`src/rtl/beam_accum.sv`:
```
// beam_accum: sums NUM_CH consecutive multiplier products into one beam sample,
// scales it by OUT_SHIFT and holds it on a valid/ready output until it is taken.
// Optional feature macro: BEAM_ACCUM_SAT_EN (accumulator saturates instead of wrapping).
module beam_accum #(
    parameter int NUM_CH    = 8,
    parameter int PROD_W    = 32,
    parameter int ACC_W     = 35,
    parameter int OUT_SHIFT = 0
) (
    input  logic              clk,
    input  logic              rst_n,
    input  logic              prod_valid,
    input  logic [PROD_W-1:0] prod_data,
    input  logic              prod_first,
    output logic              prod_ready,
    output logic              beam_valid,
    output logic [ACC_W-1:0]  beam_data,
    output logic              beam_ovf,
    input  logic              beam_ready,
    output logic              sync_err
);

    localparam int CW = $clog2(NUM_CH);
    localparam logic [CW-1:0] LAST_IDX = CW'(NUM_CH - 1);

    typedef enum logic {ST_ACC, ST_OUT} state_t;

    state_t             state_q, state_d;
    logic [ACC_W-1:0]   acc_q, acc_d;
    logic [CW-1:0]      cnt_q, cnt_d;
    logic               ovf_q, ovf_d;
    logic               beam_valid_q, beam_valid_d;
    logic [ACC_W-1:0]   beam_data_q, beam_data_d;
    logic               beam_ovf_q, beam_ovf_d;
    logic               sync_err_q, sync_err_d;

    logic               accept;
    logic               restart;
    logic [ACC_W-1:0]   base;
    logic [ACC_W:0]     sum;
    logic               ovf_nxt;
    logic [ACC_W-1:0]   result;
    logic [CW-1:0]      idx;

    assign prod_ready = (state_q == ST_ACC) && rst_n;
    assign accept     = prod_valid && prod_ready;

    // Datapath for the current product: a fresh beam (first flag or count 0)
    // starts from zero, discarding any partial sum.
    always_comb begin
        restart = prod_first || (cnt_q == '0);
        base    = restart ? '0 : acc_q;
        sum     = {1'b0, base} + {{(ACC_W + 1 - PROD_W){1'b0}}, prod_data};
        ovf_nxt = ((base == '0) ? 1'b0 : ovf_q) | sum[ACC_W];
`ifdef BEAM_ACCUM_SAT_EN
        // Once overflowed, the beam is pinned at full scale until it completes.
        result  = ovf_nxt ? '1 : sum[ACC_W-1:0];
`else
        result  = sum[ACC_W-1:0];
`endif
        idx     = restart ? '0 : cnt_q;
    end

    // Next-state and register update logic for both states.
    always_comb begin
        state_d      = state_q;
        acc_d        = acc_q;
        cnt_d        = cnt_q;
        ovf_d        = ovf_q;
        beam_valid_d = beam_valid_q;
        beam_data_d  = beam_data_q;
        beam_ovf_d   = beam_ovf_q;
        sync_err_d   = sync_err_q;
        case (state_q)
            ST_ACC: begin
                if (accept) begin
                    if (prod_first && (cnt_q != '0))
                        sync_err_d = 1'b1;
                    if (idx == LAST_IDX) begin
                        beam_data_d  = result >> OUT_SHIFT;
                        beam_ovf_d   = ovf_nxt;
                        beam_valid_d = 1'b1;
                        cnt_d        = '0;
                        acc_d        = '0;
                        ovf_d        = 1'b0;
                        state_d      = ST_OUT;
                    end else begin
                        acc_d = result;
                        cnt_d = idx + 1'b1;
                        ovf_d = ovf_nxt;
                    end
                end
            end
            ST_OUT: begin
                if (beam_valid_q && beam_ready) begin
                    beam_valid_d = 1'b0;
                    state_d      = ST_ACC;
                end
            end
            default: state_d = ST_ACC;
        endcase
    end

    // State registers with synchronous active-low reset.
    always_ff @(posedge clk) begin
        if (!rst_n) begin
            state_q      <= ST_ACC;
            acc_q        <= '0;
            cnt_q        <= '0;
            ovf_q        <= 1'b0;
            beam_valid_q <= 1'b0;
            beam_data_q  <= '0;
            beam_ovf_q   <= 1'b0;
            sync_err_q   <= 1'b0;
        end else begin
            state_q      <= state_d;
            acc_q        <= acc_d;
            cnt_q        <= cnt_d;
            ovf_q        <= ovf_d;
            beam_valid_q <= beam_valid_d;
            beam_data_q  <= beam_data_d;
            beam_ovf_q   <= beam_ovf_d;
            sync_err_q   <= sync_err_d;
        end
    end

    assign beam_valid = beam_valid_q;
    assign beam_data  = beam_data_q;
    assign beam_ovf   = beam_ovf_q;
    assign sync_err   = sync_err_q;

endmodule

```
`config.mk`:
```
export PLATFORM = sky130hd
export DESIGN_NAME = beam_accum
export DESIGN_NICKNAME = d
export VERILOG_FILES = /design/src/rtl/beam_accum.sv
export SDC_FILE = /design/constraint.sdc
export NUM_CORES = 1
export LEC_CHECK = 0
export CORE_UTILIZATION = 25
export CTS_CLUSTER_SIZE = 16
export DETAILED_ROUTE_END_ITERATION = 8
export PLACE_DENSITY = 0.48
export RECOVER_POWER = 25
export SETUP_SLACK_MARGIN = 0.15
export SYNTH_ARGS = -nofsm -noshare
export SYNTH_HDL_FRONTEND = slang
export SYNTH_SLANG_ARGS = --single-unit
```
`constraint.sdc`:
```
create_clock -name clk -period 6.3 [get_ports clk]
set_input_delay 0.945 -clock clk [delete_from_list [all_inputs] [get_ports clk]]
set_output_delay 0.945 -clock clk [all_outputs]
set_load 0.01 [all_outputs]
```
==> qor.log, run 1 <==
[synthesis] number of nets in the synthesized netlist 692
[global_route] maximum number of pins on one net before global-route repair 52
[synthesis] number of unique standard cell types used by synthesis 62
[place] Port-buffer cells 75
[cts] CTS tree done
[synthesis] post-synthesis cell count 620
[final_layout] net count of the finished layout 754
[synthesis] dominant cells by area after synthesis dfxtp_1 32%, ha_1 8.7%, nand2_1 7.2%
[cts] maximum clock insertion buffer count 2
[timing] Min Clock Period, post-route 4.69 ns
[detailed_routing] detailed-route wire length 15700 um
[worst_setup_path] CP Data Arrival Time 4.98 ns
[detailed_routing] routed length per instance 16.6 um
[synthesis] asr flop ratio synth 0
[worst_setup_path] critical path launch point type primary input
[worst_setup_path] Crit Path Max Fanout 22
[synthesis] cell taking the most area after synthesis dfxtp_1
[timing] worst rel slew slack 0.193
[final_layout] fin util 0.330
[timing] Max Freq 213 MHz
[pwr] NetSw 0.000341 W
[timing] crit share post-route 0.745
[die] vertical die dimension 142 um
[timing] RSZ-0062 raised after global routing no
[cts] post-CTS setup buffer count 0
[place] HPWL Detailed 11700 um
[synthesis] synthesis-stage register bit count 78
[synthesis] synthesized area per cell 7.88 um2
[cts] H-tree depth 3
[global_route] final global-route overflow total 0
[pwr] combinational share of power 0.144
[detailed_routing] post-detailed-route DRC marker count 0
[global_route] first-pass GRT wire length 24800 um
[pwr] Flop pwr share 0.390
[cts] total clock sinks 78
[global_route] vias in the first global route 4559
[detailed_routing] number of iterations in the first detailed-routing pass 5
[pwr] clock network fraction of design power 0.466
[die] area enclosed by the die boundary 0.0201 mm2
[synthesis] top_reg_cell synth dfxtp_1
[die] die width 142 um
[final_layout] growth of design area from synthesis to finish 27.9%
[timing] transition time at the pin with the least slew margin 1.21 ns
[synthesis] warning count from the yosys run 0
[pwr] pwr/cell area 214 mW/mm2
[timing] clock skew 0.00526 ns
[synthesis] post-synth design cell area 0.00488 mm2
[cts] number of gates resized after cts 0
[timing] final count of hold timing violations 0
[worst_hold_path] number of cells on the worst hold path 2
[worst_hold_path] Hold Crit Class reg2reg
[pwr] total internal power 0.000996 W
[outcome] status finished, final reports clean
[die] Core Box Area 0.0190 mm2
[detailed_routing] first-iteration detailed-routing DRC count 434
[detailed_routing] via total after detailed routing 4788
[place] last weighted congestion value of the routability-driven placer 0.877
[timing] final-report max-slew violation count 0
[pwr] Static Leakage 2.59 nW
[worst_setup_path] Reg2Reg Depth 12
[final_layout] ant diodes 0
[synthesis] post-synthesis sequential area ratio 0.320
[final_layout] number of fill cells 2017
[cts] hold buffer count at CTS 0
[pwr] Switching Share 0.255
[timing] setup tns final 0 ns
[cts] clock root buffer clkbuf_16
[cts] CTS Buf Count 9
[worst_setup_path] category of the worst setup path capture point flop
[cts] Clk Latency, worst-skew pair 0.35 ns
[global_route] all-layer global routing usage 0.160
[die] starting utilization of the core area 0.258
[die] row cnt 50
[synthesis] EDFF count, synth 0
[detailed_routing] per-cell via count in the routed design 5.06
[synthesis] area fraction of the dominant cell type after synthesis 0.320
[global_route] initial antenna violation count 0
[pwr] worst IR drop on VDD 0.000128 V
[run] MaxCap Viol Count 0
[worst_setup_path] worst setup path class in2reg
[timing] setup violators final 0
[detailed_routing] remaining number of nets flagged by the antenna check after routing 0
[final_layout] fraction of layout instances using a drive strength above 1 0.0524
[die] I/O pin count 76
[cts] clock slew at the register clock pins of the worst setup and hold paths 0.06 ns
[worst_setup_path] Worst EP required 6.58 ns
## flip-flops by register name, summed over array words and instances, names as in the netlist
register    count
acc_q          35
beam_data      35
beam_ovf        1
beam_valid      1
cnt_q           3
ovf_q           1
state_q         1
sync_err        1
## cell families after synthesis
family / share of synthesized area
AOI/OAI and AO/OA: 0.257
DFF: 0.320
muxes: 0.00410
adders and majority gates: 0.0912
buffers and inverters: 0.0318
xor gates and xnor gates: 0.0502
and+or+nand+nor: 0.246
## cells in the mapped netlist, drive strengths merged, types with 11 or more instances
cell type	count
nor2	56
o21ai	28
nand3	16
clkbuf	27
nand2	94
ha	34
a22oi	14
a21o	11
dfxtp	78
xnor2	15
nor3	12
and2	35
a21oi	67
xor2	13
## metal layers
layer,share of wire,track usage,up-vias
met5,0,0,-
met3,0.040,0.0209,21
met2,0.46,0.260,127
met4,0.023,0.0707,0
li1,-,-,2361
met1,0.48,0.211,2279
## power groups by stage
| stage | clock (W) | sequential (W) | combinational (W) |
|---|---|---|---|
| 2_1_floorplan | 0 | 0.000527 | 0.000123 |
| 3_3_place_gp | 0 | 0.000532 | 0.000189 |
| 3_5_place_dp | 0 | 0.000532 | 0.000191 |
| 4_1_cts | 0.000635 | 0.000521 | 0.000193 |
| 5_1_grt | 0.000654 | 0.000523 | 0.000211 |
| 6_report | 0.000623 | 0.000521 | 0.000192 |
## worst max-delay path, cell delays in order
cell and delay (ns):
clkdlybuf4s50_1 0.56, nor2_2 0.66, and2_1 0.22, ha_1 0.19, inv_1 0.07, fa_1 0.39
and2b_1 0.23, o211ai_1 0.14, a211oi_2 0.33, o21ai_0 0.24, a211oi_2 0.30, a21oi_1 0.20
or3_1 0.40, nand3_1 0.08
## stage by stage
| stage | power [W] | hold WS, ns | area [um2] | setup WS [ns] | cells |
|---|---|---|---|---|---|
| final | 0.00134 | 0.452 | 6250 | 1.61 | 947 |
| after global placement | 0.000721 | 0.435 | 5900 | 1.38 | 931 |
| after CTS | 0.00135 | 0.458 | 6250 | 1.60 | 947 |
| after global routing | 0.00139 | 0.479 | 6250 | 1.25 | 947 |
| after detailed placement | 0.000723 | 0.444 | 5900 | 1.18 | 931 |
| after floorplan | 0.000650 | 0.419 | 4880 | 2.23 | 620 |
## path summary, 6_finish.rpt
check / start / to / slack, ns
worst max-delay path: prod_first / acc_q[34] / 1.61
worst min-delay path: beam_data[11] / beam_data[11] / 0.45
worst max register to register: cnt_q[0] / beam_data[33] / 2.26
worst min register to register: beam_data[11] / beam_data[11] / 0.45
## cells in the final DEF (no fill, tap or decap), types with 9 or more instances in the layout
cell type	Yosys	routed
nor3_1	12	12
dfxtp_1	78	78
o21ai_0	26	26
a22oi_1	14	14
xor2_1	13	13
nand3_1	16	16
a21o_1	11	11
and2_1	34	34
clkdlybuf4s50_1	0	46
a21oi_1	66	66
clkbuf_16	0	9
xnor2_1	15	15
inv_1	10	10
dlygate4sd3_1	0	29
nor4_1	10	10
ha_1	34	34
nor2_1	56	54
nand2_1	94	94
## final cells by class
cell class,instances,area (um2),share of cell area
inverter,11,41.3,0.00661
clock inverter,3,90.1,0.0144
sequential,78,1560,0.250
multi-input combinational,501,3170,0.508
tap,260,325,0.0521
timing repair buffer,81,796,0.127
clock buffer,13,260,0.0417
Note: power is estimated with default switching activity, not from simulation.
==> run 2: changes to the inputs <==
==> constraint.sdc (replaced) <==
create_clock -name clk -period 4.4 [get_ports clk]
set_input_delay 0.66 -clock clk [delete_from_list [all_inputs] [get_ports clk]]
set_output_delay 0.66 -clock clk [all_outputs]
set_load 0.01 [all_outputs]
==> run 2 against run 1 <==
Compared with the run above:
- design area increased by 0.22%
- combinational power increased by 45%
- first-iteration DRC count decreased by 25%
- critical path depth decreased by 1
- setup slack got worse by 1.0 ns
- die area unchanged
- utilization increased by 0.073 points
- total power increased by 35%
- wire length decreased by 3.3%
- largest cell class unchanged
==> qor.log, run 2 (synthesis gave the netlist of run 1 again) <==
[die] die width 142 um
[worst_setup_path] Crit Path Max Fanout 37
[die] vertical die dimension 142 um
[cts] CTS tree done
[cts] clock root buffer clkbuf_16
[cts] Clk Latency, worst-skew pair 0.36 ns
[detailed_routing] number of iterations in the first detailed-routing pass 5
[timing] Min Clock Period, post-route 3.81 ns
[timing] Max Freq 263 MHz
[pwr] NetSw 0.000520 W
[cts] hold buffer count at CTS 0
[cts] H-tree depth 3
[place] last weighted congestion value of the routability-driven placer 0.892
[global_route] all-layer global routing usage 0.156
[final_layout] net count of the finished layout 760
[global_route] first-pass GRT wire length 24500 um
[final_layout] commonest non-fill, non-tap cell in the layout nand2_1
[worst_setup_path] CP Data Arrival Time 4.08 ns
[detailed_routing] routed length per instance 15.9 um
[timing] setup tns final 0 ns
[global_route] initial antenna violation count 0
[pwr] total internal power 0.00129 W
[pwr] Flop pwr share 0.412
[cts] number of gates resized after cts 0
[place] Port-buffer cells 75
[final_layout] ant diodes 0
[timing] setup violators final 0
[cts] total clock sinks 78
[worst_setup_path] Worst EP required 4.67 ns
[worst_setup_path] Reg2Reg Depth 13
[place] number of placed instances with taps included 937
[pwr] Switching Share 0.287
[timing] clock skew 0.0147 ns
[run] MaxCap Viol Count 0
[global_route] vias in the first global route 4597
[die] Core Box Area 0.0190 mm2
[detailed_routing] detailed-route wire length 15200 um
[cts] CTS Buf Count 9
[pwr] worst IR drop on VDD 0.000153 V
[global_route] maximum number of pins on one net before global-route repair 52
[final_layout] count of non-filler cells in the finished layout 953
[final_layout] fraction of layout instances using a drive strength above 1 0.0635
[cts] post-CTS setup buffer count 0
[timing] final-report max-slew violation count 0
[worst_setup_path] category of the worst setup path capture point flop
[die] starting utilization of the core area 0.258
[timing] final count of hold timing violations 0
[detailed_routing] post-detailed-route DRC marker count 0
[detailed_routing] first-iteration detailed-routing DRC count 324
[final_layout] commonest cells after routing, fill and taps aside 94 x nand2_1, 78 x dfxtp_1, 66 x a21oi_1, 54 x nor2_1, 46 x clkdlybuf4s50_1
[worst_setup_path] critical path launch point type primary input
[detailed_routing] per-cell via count in the routed design 4.91
[worst_hold_path] number of cells on the worst hold path 2
[worst_hold_path] Hold Crit Class reg2reg
[die] row cnt 50
[place] HPWL Detailed 11400 um
[timing] RSZ-0062 raised after global routing no
[cts] maximum clock insertion buffer count 2
[worst_setup_path] worst setup path class in2reg
[pwr] Static Leakage 2.60 nW
[die] area enclosed by the die boundary 0.0201 mm2
[timing] transition time at the pin with the least slew margin 1.09 ns
[detailed_routing] remaining number of nets flagged by the antenna check after routing 0
[outcome] status finished, final reports clean
[die] I/O pin count 76
[pwr] combinational share of power 0.153
[pwr] pwr/cell area 289 mW/mm2
[final_layout] growth of design area from synthesis to finish 28.2%
[global_route] final global-route overflow total 0
[timing] crit share post-route 0.866
[detailed_routing] via total after detailed routing 4678
[cts] clock slew at the register clock pins of the worst setup and hold paths 0.07 ns
[pwr] clock network fraction of design power 0.434
[timing] worst rel slew slack 0.269
run 2: changes by cell type in the layout (fill, tap and decap cells not counted), sizes merged:
cell | previous run | this run
clkinvlp | 0 | 1
clkinv | 1 | 4
bufinv | 3 | 1
inv | 10 | 12
clkbuf | 13 | 9
buf | 6 | 12
run 2: per-stage QoR:
step	power, W	hold WS (ns)	setup slack, ns	cell area [um2]	util
after detailed placement	0.00104	0.447	0.257	5950	0.314
after CTS	0.00183	0.458	0.637	6260	0.330
after global placement	0.00104	0.431	0.339	5950	0.314
after floorplan	0.000931	0.419	0.612	4880	-
after global routing	0.00189	0.465	0.257	6260	0.330
final	0.00181	0.452	0.591	6260	0.330
run 2: routing by layer:
layer / wire length [um] / part of all wire / track usage / vias to the layer above
met3: 640 / 0.042 / 0.0267 / 13
met5: 0 / 0 / 0 / -
met4: 233 / 0.015 / 0.0611 / 0
met1: 7490 / 0.49 / 0.210 / 2180
li1: - / - / - / 2368
met2: 6820 / 0.45 / 0.248 / 117
run 2: area by class of cell:
class | count | area [um2]
Tap cell | 260 | 325
Inverter | 11 | 41.3
Timing Repair Buffer | 87 | 853
Sequential cell | 78 | 1560
Clock inverter | 7 | 81.3
Multi-Input combinational cell | 501 | 3170
Clock buffer | 9 | 225
Fill cell | 2004 | 12700
run 2: path summary, 6_finish.rpt:
path	start	endpoint	slack, ns
setup / recovery	prod_first	beam_data[34]	0.59
hold / removal	beam_data[5]	beam_data[5]	0.45
hold reg to reg	beam_data[5]	beam_data[5]	0.45
setup reg to reg	cnt_q[0]	beam_data[34]	0.83
run 2: power by group through the flow:
stage               Combinational (W)  Sequential (W)  Clock (W)
detailed placement           0.000277        0.000762          0
floorplan                    0.000177        0.000754          0
finish                       0.000278        0.000747   0.000787
CTS                          0.000279        0.000746   0.000807
global placement             0.000275        0.000762          0
global route                 0.000307        0.000749   0.000832
run 2: worst max-delay path, cell delays in order:
cell	delay (ns)
clkdlybuf4s50_1	0.44
nor2_2	0.15
buf_4	0.36
and2_1	0.19
ha_1	0.28
a21oi_1	0.14
o21ai_0	0.12
a221o_1	0.39
o21ai_0	0.46
a211oi_2	0.18
a21oi_1	0.40
nor4_1	0.11
nor3b_1	0.20
==> run 3: changes to the inputs <==
--- a/config.mk
+++ b/config.mk
@@ -8,6 +8,7 @@
 export CORE_UTILIZATION = 25
 export CTS_CLUSTER_SIZE = 16
 export DETAILED_ROUTE_END_ITERATION = 8
+export GPL_TIMING_DRIVEN = 1
 export PLACE_DENSITY = 0.48
 export RECOVER_POWER = 25
 export SETUP_SLACK_MARGIN = 0.15
==> results of run 3 <==
No change in the layout: final DEF, timing and power equal those of run 2.
